### src/rtl/board_mem_arbiter.sv
// Two-port arbiter and burst sequencer for the single-ported board Memory: render (read-only, high priority) and game (read/write).
// Optional row guard under BOARD_ROW_GUARD_EN: invalid rows run full timing with writes suppressed and reads returned as 0.
//
// state | meaning
// IDLE  | no burst; a request is arbitrated and granted combinationally (mem_start)
// BURST | COLS beats for the registered owner, mem_cont high, counter = beat column
module board_mem_arbiter #(
    parameter int COLS  = 10,
    parameter int ROW_W = 6
) (
    input  logic             clk,
    input  logic             reset_n,
    input  logic             ren_req,
    input  logic [ROW_W-1:0] ren_row,
    output logic             ren_gnt,
    output logic             ren_beat,
    output logic             ren_last,
    input  logic             gm_req,
    input  logic [ROW_W-1:0] gm_row,
    input  logic             gm_we,
    input  logic [2:0]       gm_wdata,
    output logic             gm_gnt,
    output logic             gm_beat,
    output logic             gm_last,
    output logic             gm_err,
    output logic [2:0]       rd_data,
    output logic [3:0]       beat_col,
    output logic             busy,
    output logic             mem_start,
    output logic             mem_write_enable,
    output logic             mem_cont,
    output logic [ROW_W-1:0] mem_addr,
    output logic [2:0]       mem_wdata,
    input  logic [2:0]       mem_rdata
);

    localparam logic [0:0] ST_IDLE  = 1'b0;
    localparam logic [0:0] ST_BURST = 1'b1;
    localparam logic [3:0] LAST_BEAT = 4'(COLS - 1);

    logic [0:0]       state;
    logic             own_gm;
    logic [ROW_W-1:0] row_q;
    logic             we_q;
    logic [3:0]       cnt;

    logic             any_req;
    logic [ROW_W-1:0] sel_row;
    logic             sel_we;
    logic             sel_bad;
    logic             bad_q;

    assign any_req = ren_req | gm_req;
    assign sel_row = ren_req ? ren_row : gm_row;
    assign sel_we  = ~ren_req & gm_we;

`ifdef BOARD_ROW_GUARD_EN
    function automatic logic row_bad(input logic [ROW_W-1:0] r);
        int ri;
        ri = int'(r);
        return ((ri >= 20) && (ri <= 31)) || ((ri >= 52) && (ri <= 63));
    endfunction

    assign sel_bad = row_bad(sel_row);

    always_ff @(posedge clk or negedge reset_n) begin
        if (!reset_n) begin
            bad_q <= 1'b0;
        end else if ((state == ST_IDLE) && any_req) begin
            bad_q <= sel_bad;
        end
    end
`else
    assign sel_bad = 1'b0;
    assign bad_q   = 1'b0;
`endif

    always_ff @(posedge clk or negedge reset_n) begin
        if (!reset_n) begin
            state  <= ST_IDLE;
            own_gm <= 1'b0;
            row_q  <= '0;
            we_q   <= 1'b0;
            cnt    <= 4'd0;
        end else begin
            case (state)
                ST_IDLE: begin
                    if (any_req) begin
                        state  <= ST_BURST;
                        own_gm <= ~ren_req;
                        row_q  <= sel_row;
                        we_q   <= sel_we;
                        cnt    <= 4'd0;
                    end
                end
                default: begin
                    if (cnt == LAST_BEAT) begin
                        state <= ST_IDLE;
                        cnt   <= 4'd0;
                    end else begin
                        cnt <= cnt + 4'd1;
                    end
                end
            endcase
        end
    end

    // Outputs are gated by reset_n so they drop to 0 asynchronously, even with requests pending.
    always_comb begin
        ren_gnt          = 1'b0;
        ren_beat         = 1'b0;
        ren_last         = 1'b0;
        gm_gnt           = 1'b0;
        gm_beat          = 1'b0;
        gm_last          = 1'b0;
        gm_err           = 1'b0;
        rd_data          = 3'd0;
        beat_col         = 4'd0;
        busy             = 1'b0;
        mem_start        = 1'b0;
        mem_write_enable = 1'b0;
        mem_cont         = 1'b0;
        mem_addr         = '0;
        mem_wdata        = 3'd0;
        if (reset_n) begin
            if (state == ST_IDLE) begin
                if (any_req) begin
                    mem_start        = 1'b1;
                    mem_addr         = sel_row;
                    mem_write_enable = sel_we & ~sel_bad;
                    ren_gnt          = ren_req;
                    gm_gnt           = ~ren_req;
                    gm_err           = ~ren_req & sel_bad;
                end
            end else begin
                busy     = 1'b1;
                mem_cont = 1'b1;
                mem_addr = row_q;
                beat_col = cnt;
                rd_data  = bad_q ? 3'd0 : mem_rdata;
                if (own_gm) begin
                    gm_beat   = 1'b1;
                    gm_last   = (cnt == LAST_BEAT);
                    mem_wdata = we_q ? gm_wdata : 3'd0;
                end else begin
                    ren_beat = 1'b1;
                    ren_last = (cnt == LAST_BEAT);
                end
            end
        end
    end

endmodule

### config.mk
export PLATFORM = sky130hd
export DESIGN_NAME = board_mem_arbiter
export DESIGN_NICKNAME = d
export VERILOG_FILES = /design/src/rtl/board_mem_arbiter.sv
export SDC_FILE = /design/constraint.sdc
export NUM_CORES = 1
export LEC_CHECK = 0
export CORE_MARGIN = 2
export CORE_UTILIZATION = 35
export DETAILED_ROUTE_END_ITERATION = 6
export DONT_BUFFER_PORTS = 1
export SYNTH_ARGS = -nofsm -noshare
export SYNTH_HDL_FRONTEND = slang
export SYNTH_SLANG_ARGS = --single-unit
export TNS_END_PERCENT = 5
### constraint.sdc
create_clock -name clk -period 2.42 [get_ports clk]
set_input_delay 0.242 -clock clk [delete_from_list [all_inputs] [get_ports clk]]
set_output_delay 0.242 -clock clk [all_outputs]
set_load 0.02 [all_outputs]
Yosys cells after proc, flatten, opt, wreduce, memory -nomap -nowiden
Cells that the tools add are included.

operators by class
  add/subtract/negate cells = 1
  equality and inequality tests = 1
  multiplexer cells = 43
  bitwise operators = 4
  reductions and logical operators = 2

operators by type and width
  operator               count
  $mux W1                28
  $mux W6                4
  $mux W4                5
  $mux W3                6
  $add A4 B1 Y4 const B  1
  $eq A4 B4 Y1 const B   1
  $not A1 Y1             2
  $reduce_and A2 Y1      1
  $reduce_bool A2 Y1     1
  $and A1 B1 Y1          1
  $or A1 B1 Y1           1

storage, ports and cells
  register bits after elaboration = 13
  bits of input ports = 23
  output and inout bits = 27

Depth between registers and ports, before layout
Gate-level depths: netlist of the first run.

  depth in word-level cells = 5
  mapped depth = 5

Least setup slack after synthesis of the first run
OpenSTA, ideal clock, no wires.

  path type = register -> output
  start point = register cnt[1]
  end point = output port ren_last
  data arrival time = 1.229 ns
  data required time = 2.178 ns
  slack = 0.949 ns
  cell stages (with the launch flop) = 5
  path buffers = 0
  cells stage by stage = dfrtp_1 inv_1 ha_1 nand3b_1 nor3_1

on the way
  longest elaborated chain between the ends = 4

ends and longest elaborated chain
  element                 RTL line  text
  start, declared         45        logic [3:0] cnt;
  start signal, assigned  101       cnt <= cnt + 4'd1;
  $eq A4 B4 Y1            147       ren_last = (cnt == LAST_BEAT);
  $mux W1                 141       if (own_gm) begin
  $mux W1                 126       if (state == ST_IDLE) begin
  $mux W1                 125       if (reset_n) begin
  end, declared           17        output logic ren_last,

No other way between the ends.

Worst setup path in the final report of the first run
  start point = register state
  end point = output port mem_wdata[1]

on the way
  longest elaborated chain between the ends = 2

ends and longest elaborated chain
  element                 RTL line  text
  start, declared         41        logic [0:0] state;
  start signal, assigned  80        state <= ST_IDLE;
  start signal, assigned  89        state <= ST_BURST;
  start signal, assigned  98        state <= ST_IDLE;
  $mux W3                 126
  $mux W3                 125
  end, declared           33        output logic [2:0] mem_wdata,

No other way between the ends.

==> metrics, run 1 <==
status complete, no violations; Synth Area per Inst approximately 9 µm²; Reg clk slew, reported paths about 0.080 ns; clk_lat worst skew 0.27 ns; number of max-cap violations 0; Post-Synth Adder-Cell Area 0.0256; TritonRoute pass-1 iters 4; startpoint types flop; Netlist cell types 31; Synth Area in Simple Gates 0.254; Max Clk Rate 0.507 GHz; WP buf/inv 0; row count 19; final std cell area, no fill 1000 µm²; CP max FO 21; max_slew headroom 0.575; area of the mapped netlist 978 µm²; Setup WS pre-CTS 0.745 ns; total CTS buffers 3; H-tree depth 1; RSZ-0062 raised after global routing false; Synth Net Count about 130; Worst Skew between 0.0006 and 0.0007 ns; clock power share 0.134; largest net degree at the start of global routing 22; Leak 0.445 nW; Yosys warning count 0; nets@finish 133; Internal approximately 0.56 mW; CTS tree done; Root Buffer clkbuf_4; post-CTS setup buffer count 0; largest family of logic cells by synthesized area compound AO/OA/AOI/OAI gates; post-cts hold buffer count 1; placed cell count 133; CP endpoint kind output pin; GRT Overall Usage 0.153; wire per inst roughly 17 µm; cts repair resizes 0; number of global-route vias before repair 781; hold crit path type input pin to flop; CP max stage delay 0.70 ns; Starting Density 0.361; hpwl dp 1690 µm; Die H 56.9 µm; I/O pin total 50; Finished Layout Cells 138; worst reg2reg path endpoint row_q[3]; setup slack, reg-to-reg roughly 0.97 ns; Starting DRT DRC Count 37; core area about 2700 µm²; Hold Crit Endpoint own_gm; Final period util 0.815; Post-DRT Antenna Nets 0; CP delay by family, top simple AND/OR/NAND/NOR gates; pwr dens a little over 1000 nW/µm²; Fin. Hold Viols 0; final setup violation count 0; Gate Count Post-Synth roughly 110; Worst Min Path Start ren_req; switching share of power 0.443; first-pass GRT wire length 3720 µm; Worst R2R Path Depth 3; Overflow after GRT 0; CP Class flop to output pin; CTS sink cnt 13; sequential power share 0.410; Via density 5.79; count of pins over their slew limit 0; drt drc 0; worst slew pin tran 0.635 ns; total wire length 2410 µm; FF+latch count, synth 13; critical path's slowest cell dfrtp_1; hold_ws between 0.04 and 0.05 ns; hold path cells 1; Synth Area in XOR/XNOR 0.00895; die area 3230 µm²; setup ws final 0.448 ns; Vias 799; share of layout cells above drive strength 1 0.168; initial antenna violation count 0; synthesized-area fraction occupied by ao, oa, aoi and oai cells 0.285; mux cell area share after synthesis 0; combinational power share 0.456; Sum Neg Setup Slack 0 ns; ANT cells 0; peak supply drop 0.365 mV; RePlAce Congestion 0.755; CTS max path bufs 2; Die X 56.9 µm; placed cell area 963 µm²; sw power between 0.4 and 0.5 mW; Seq/Total Area, Yosys 0.332; CP most frequent cell and3_1; crit-path cells and3_1 > and3_1; R2R Path Start state; Tmin final 1.97 ns; WP data required 2.18 ns; WP data arrival around 1.7 ns; CP Launch Point state; input/output buffers 0; area delta synth->final 2.17%
-- state kept, by name, summed over array words and instances, names as in the netlist --
register  cells
row_q         6
state         1
we_q          1
cnt           4
own_gm        1
-- cells by family (layout without fill, tap and decap cells) --
| kind of cell | after synthesis | after routing |
|---|---|---|
| simple gates | 44 | 44 |
| fa+ha+maj | 2 | 2 |
| xor+xnor | 1 | 1 |
| buf+inv | 14 | 12 |
| compound gates | 34 | 34 |
| flops | 13 | 13 |
| other cells | 1 | 1 |
-- cell type report --
| cell class | instances | area (µm²) |
|---|---|---|
| clock buffer | 4 | 26.3 |
| fill | 297 | 1710 |
| inverter | 5 | 18.8 |
| multi-input combinational | 82 | 566 |
| sequential | 13 | 325 |
| tap | 31 | 38.8 |
| timing repair buffer | 3 | 25.0 |
-- metal layers --
layer  share of wire  global-route usage  routed length (µm)
met5               0                   0                   0
met4          0.0087              0.0698                  21
met3           0.094              0.0530                 227
met2            0.46               0.244                1110
met1            0.44               0.184                1050
-- worst max-delay path by stage --
| stage | end | slack, ns | cells past startpoint |
|---|---|---|---|
| after floorplan | ren_last | 0.95 | 4 |
| after global placement | mem_wdata[1] | 0.78 | 2 |
| after detailed placement | mem_wdata[1] | 0.75 | 2 |
| after CTS | mem_wdata[1] | 0.42 | 2 |
| after global routing | mem_wdata[1] | 0.33 | 2 |
| final | mem_wdata[1] | 0.45 | 2 |
-- stage by stage --
stage                      util  power (mW)
after floorplan               -       0.815
after global placement    0.355       0.853
final                     0.369        1.01
after global routing      0.369        1.10
after detailed placement  0.355       0.875
after CTS                 0.369        1.02
-- synthesized netlist by cell type (all sizes together) --
| master | n | area share |
|---|---|---|
| nor2 | 14 | 0.066 |
| dfrtp | 13 | 0.33 |
| o21ai | 12 | 0.061 |
| and3 | 10 | 0.064 |
| buf | 8 | 0.066 |
| a221oi | 6 | 0.092 |
| nand2 | 6 | 0.023 |
| o22ai | 6 | 0.045 |
| a2bb2oi | 5 | 0.045 |
| inv | 5 | 0.019 |
| nand3b | 4 | 0.031 |
| a21oi | 3 | 0.015 |
| nand2b | 3 | 0.019 |
| and2 | 2 | 0.013 |
| ha | 2 | 0.026 |
| nor2b | 2 | 0.020 |
| nor3 | 2 | 0.010 |
| a31oi | 1 | 0.0064 |
| clkbuf | 1 | 0.0038 |
| conb | 1 | 0.0038 |
| nor3b | 1 | 0.0077 |
| o2bb2a | 1 | 0.020 |
| xor2 | 1 | 0.0090 |
-- cells in the final DEF (no fill, tap or decap), drive strengths merged --
master	n
nor3	2
o21ai	12
dlygate4sd3	1
nand2	6
buf	2
a2bb2oi	5
o22ai	6
dfrtp	13
nor2	14
ha	2
xor2	1
conb	1
and2	2
nand2b	3
nor3b	1
nand3b	4
clkbuf	4
o2bb2a	1
a21oi	3
nor2b	2
a221oi	6
a31oi	1
inv	5
and3	10
-- power groups by stage --
stage	Combinational (mW)	Clock, mW	Sequential (mW)
CTS	0.465	0.143	0.413
global route	0.513	0.154	0.431
global placement	0.444	0	0.409
floorplan	0.437	0	0.378
finish	0.459	0.135	0.413
detailed placement	0.457	0	0.418
Power figures use the tool's default switching activity.
==> run 2, diff against run 1 <==
Clock period 2.42 ns to 1.7 ns, I/O delays scaled along.
==> run 2 against run 1 <==
First-iteration DRC count shrank 46%. Clock skew barely moved. Critical path depth grew 3. Utilization rose by 4.1 points. Die area unchanged. Clock power rose by 48%. Cell count up 8.7%. Combinational power is 66% higher. Largest power group unchanged.
==> metrics, run 2 (synthesis gave the netlist of run 1 again) <==
total CTS buffers 3 (unchanged); placed cell count 141 (+6.0%); placed cell area 1020 µm² (+6.2%); Max Clk Rate 0.626 GHz; Setup WS pre-CTS 0.359 ns (-0.386 ns); critical path's slowest cell dfrtp_1; Starting Density 0.361 (unchanged); end-of-flow core utilization 0.410 (+0.0406); Root Buffer clkbuf_4; setup ws final 0.103 ns (-0.345 ns); Starting DRT DRC Count 20 (-46%); wire per inst 16.9 µm (-3.3%); hpwl dp 1730 µm (+2.5%); Leak 0.503 nW (+13%); I/O pin total 50 (unchanged); peak supply drop 0.524 mV (+44%); max_slew headroom 0.569 (-0.00638); Reg clk slew, reported paths 0.08 ns (about the same); drt drc 0 (unchanged); Via density 5.85 (+1.1%); commonest non-fill, non-tap cell in the layout buf_4; Final period util 0.939; Global Route met3 Usage 0.0599 (+0.00691); setup slack, reg-to-reg 0.29 ns (-0.68 ns); Die H 56.9 µm (unchanged); area used by multi-input combinational logic 582 µm² (+2.9%); Die X 56.9 µm (unchanged); Post-DRT Antenna Nets 0 (unchanged); die area 3230 µm² (unchanged); Internal 0.863 mW (+54%); RePlAce Congestion 0.749 (-0.76%); number of global-route vias before repair 809 (+3.6%); CTS sink cnt 13 (unchanged); CP max stage delay 0.40 ns (-0.30 ns); CTS max path bufs 2 (unchanged); number of max-cap violations 0 (unchanged); crit-path cells inv_1 > ha_1 > nand3b_1 > inv_1 > and2_2; input/output buffers 0 (unchanged); GRT Overall Usage 0.160 (+0.00661); WP buf/inv 2 (+2); WP data arrival 1.43 ns (-0.30 ns); CP most frequent cell inv_1; area delta synth->final 13.4%; Largest regs row_q (6), cnt (4); combinational power share 0.495 (+0.039); initial antenna violation count 0 (unchanged); global routing's busiest layer met2; CP max FO 4 (-81%); core area 2710 µm² (unchanged); CP delay by family, top flip-flops; Finished Layout Cells 150 (+8.7%); switching share of power 0.439 (-0.00411); largest net degree at the start of global routing 17 (-23%); most frequent cells in the layout buf_4, dfrtp_1, and3_1; TritonRoute pass-1 iters 4 (unchanged); GRT met1 Usage 0.191 (+0.00687); hold_ws 0.0161 ns (-0.0295 ns); total wire length 2530 µm (+5.2%); Vias 878 (+9.9%); CTS tree done; pwr dens 1390 nW/µm² (+37%); nets@finish 145 (+9.0%); fill count 297 (unchanged); sw power 0.674 mW (+51%); CP Class flop to output pin; Worst R2R Path Depth 7 (+4); clock power share 0.130 (-0.004); H-tree depth 1 (unchanged); WP data required 1.53 ns (-0.65 ns); startpoint types flop; Fin. Hold Viols 0 (unchanged); Worst Skew 0.000609 ns (-0.00000133 ns); Tmin final 1.60 ns; share of layout cells above drive strength 1 0.303 (+0.134); Most flops, register row_q; Largest register FFs 6 (unchanged); RSZ-0062 raised after global routing true; GR Layer Usage met2 0.254 (+0.00997); clk_lat worst skew 0.28 ns (about the same); final setup violation count 0 (unchanged); critical path depth 5 (+3); first-pass GRT wire length 3930 µm (+5.8%); status complete, no violations; hold crit path type input pin to flop; Seq. cell area 327 µm² (+0.38%); worst slew pin tran 0.645 ns (+0.00954 ns); sequential power share 0.375 (-0.035); final std cell area, no fill 1110 µm² (+11%); row count 19 (unchanged); hold path cells 2 (+1); Overflow after GRT 0 (unchanged); CP endpoint kind output pin; ANT cells 0 (unchanged); count of pins over their slew limit 0 (unchanged)
==> run 2: cell count changes in the layout (fill, tap and decap cells not counted), sizes merged <==
cell	change
buf	+11
dlygate4sd3	+1
==> run 2: timing repair <==
action	in CTS	in global routing
buffers inserted	0	3
endpoints found under the setup margin	0	6
hold buffers	2	0
hold endpoints to repair	15	0
resized for setup	0	7
==> run 2: power by group through the flow <==
| stage | Sequential (mW) | Combinational (mW) | Clock, mW |
|---|---|---|---|
| floorplan | 0.539 | 0.622 | 0 |
| global placement | 0.566 | 0.705 | 0 |
| detailed placement | 0.578 | 0.725 | 0 |
| CTS | 0.572 | 0.739 | 0.203 |
| global route | 0.603 | 0.848 | 0.225 |
| finish | 0.577 | 0.761 | 0.200 |
==> run 2: worst paths after layout <==
| check | from | endpoint |
|---|---|---|
| max | cnt[1] | gm_last |
| min | gm_we | we_q |
| max reg2reg | cnt[1] | cnt[2] |
| min reg2reg | row_q[4] | row_q[4] |
| max in group asynchronous | reset_n | cnt[0] |
| min in group asynchronous | reset_n | row_q[4] |
==> run 2: stage by stage <==
stage	setup TNS, ns	total power [mW]
2_1_floorplan	0	1.16
3_3_place_gp	0	1.27
3_5_place_dp	0	1.30
4_1_cts	0	1.51
5_1_grt	-0.00480	1.68
6_report	0	1.54
==> run 2: routing by layer <==
layer | share of wire | wire length (µm)
met3 | 0.087 | 221
met5 | 0 | 0
met1 | 0.41 | 1050
met2 | 0.48 | 1220
met4 | 0.015 | 39
==> run 2: cell type report <==
cell class              instances  share of cell area
inverters                       5              0.0169
multi-input cells              82               0.524
flip-flops and latches         13               0.294
repair buffers                 15               0.106
clock buffers                   4              0.0237
well taps                      31              0.0349
==> run 3, diff against run 2 <==
Settings changed: CORE_MARGIN 2 to 5, HOLD_SLACK_MARGIN from default to 0.05.
==> run 3 against run 2 <==
Worst hold slack gained 0.066 ns. Worst setup slack got worse by 0.0091 ns. Cell count unchanged. Critical path depth did not move. Utilization is 0.18 points lower. Maximum frequency down 0.56%.
==> metrics, run 3 (synthesis gave the netlist of run 1 again) <==
status complete, no violations; CP delay by family, top flip-flops; Largest regs row_q (6), cnt (4); worst slew pin tran 0.651 ns (+0.00611 ns); Vias 864 (-1.6%); share of layout cells above drive strength 1 0.269 (-0.0336); Worst setup endpoint gm_last; critical path depth 5 (unchanged); I/O pin total 50 (unchanged); Tot Pwr 1.51 mW (-1.7%); pwr dens 1370 nW/µm² (-1.2%); setup slack, reg-to-reg 0.43 ns (+0.14 ns); Final period util 0.945 (+0.00533); Largest register FFs 6 (unchanged); drt drc 0 (unchanged); RePlAce Congestion 0.845 (+13%); Worst Skew 0.00588 ns (+0.00527 ns); R2R Path Start cnt[1]; Leak 0.504 nW (+0.14%); worst reg2reg path endpoint cnt[2]; first-pass GRT wire length 4110 µm (+4.4%); nets@finish 145 (unchanged); number of max-cap violations 0 (unchanged); clk_lat worst skew 0.28 ns (about the same); CP max FO 4 (unchanged); Worst R2R Path Depth 6 (-1); Most flops, register row_q; CP most frequent cell inv_1; Die H 62.9 µm (+11%); hold crit path type input pin to flop; ANT cells 0 (unchanged); critical path's slowest cell dfrtp_1; H-tree depth 1 (unchanged); count of pins over their slew limit 0 (unchanged); Fin. Hold Viols 0 (unchanged); final setup violation count 0 (unchanged); WP buf/inv 2 (unchanged); TritonRoute pass-1 iters 4 (unchanged); peak supply drop 0.594 mV (+14%); total wire length 2590 µm (+2.3%); Sum Neg Setup Slack 0 ns (unchanged); CTS max path bufs 2 (unchanged); Max Clk Rate 0.623 GHz (-0.56%); Starting Density 0.361 (unchanged); CP Class flop to output pin; row count 19 (unchanged); initial antenna violation count 0 (unchanged); Starting DRT DRC Count 12 (-40%); largest net degree at the start of global routing 17 (unchanged); hpwl dp 1780 µm (+3.1%); CTS sink cnt 13 (unchanged); Post-DRT Antenna Nets 0 (unchanged); Overflow after GRT 0 (unchanged); CTS tree done; Tmin final 1.61 ns (+0.00906 ns); area delta synth->final 12.9%; Via density 5.76 (-1.6%); core area 2710 µm² (unchanged); wire per inst 17.3 µm (+2.3%); CP endpoint kind output pin; end-of-flow core utilization 0.408 (-0.00185); CP max stage delay 0.41 ns (about the same); crit-path cells inv_1 > ha_1 > nand3b_1 > inv_1 > and2_2; max_slew headroom 0.564 (-0.00409); GRT Overall Usage 0.128 (-0.0314); CP Launch Point cnt[1]; Die X 62.9 µm (+11%); Reg clk slew, reported paths 0.09 ns (about the same); final std cell area, no fill 1100 µm² (-0.45%); Root Buffer clkbuf_4; placed cell area 1020 µm² (unchanged); input/output buffers 0 (unchanged); number of global-route vias before repair 822 (+1.6%); most frequent cells in the layout dfrtp_1, buf_4, and3_1, nor2_1, o21ai_0; WP data arrival 1.44 ns (about the same); total CTS buffers 3 (unchanged); die area 3950 µm² (+22%); startpoint types flop; WP data required 1.53 ns (about the same)
run 3: worst reg2reg max path, stage by stage (launching register included):
cell and delay (ns):
dfrtp_1 0.41, inv_1 0.10, ha_1 0.17, nand3b_1 0.16, buf_4 0.18, nand3b_1 0.07, a31oi_1 0.08
run 3: timing repair:
action                     4_1_cts  5_1_grt
hold endpoints to repair        15        0
gates resized for setup          0        4
setup endpoints to repair        0        3
hold buffers                     3        0
setup buffers                    0        2
run 3: cell type report:
cell class | instances | area, µm²
Timing Repair Buffer | 15 | 120
Fill cell | 275 | 1610
Sequential cell | 13 | 327
Multi-Input combinational cell | 82 | 574
Clock buffer | 4 | 26.3
Tap cell | 31 | 38.8
Inverter | 5 | 18.8
run 3: metal layers:
metal	global-route usage	vias up	wire, µm
met5	0	-	0
met4	0.0318	0	34
met3	0.0540	4	209
met2	0.185	35	1190
met1	0.175	414	1160
li1	-	411	-
run 3: worst min path at each step:
stage          slack (ns)     from  depth (start not counted)  endpoint
4_1_cts              0.08   gm_req                          2     state
3_5_place_dp        -0.12  reset_n                          0    cnt[1]
5_1_grt              0.07   gm_req                          2     state
2_1_floorplan       -0.13  reset_n                          0    cnt[0]
3_3_place_gp        -0.12  reset_n                          0    cnt[0]
6_report             0.08   gm_req                          2     state
run 3: power by group:
group	internal [mW]	leakage, nW	switching (mW)
sequential	0.451	0.146	0.124
combinational	0.314	0.343	0.422
clock	0.0911	0.0150	0.108
total	0.856	0.504	0.655
run 3: stage by stage:
step | setup WS (ns) | hold WS [ns] | std cells
floorplan | 0.301 | -0.126 | 109
global placement | 0.396 | -0.125 | 141
detailed placement | 0.339 | -0.125 | 141
CTS | 0.0277 | 0.0768 | 148
global route | -0.00249 | 0.0731 | 150
finish | 0.0942 | 0.0820 | 150
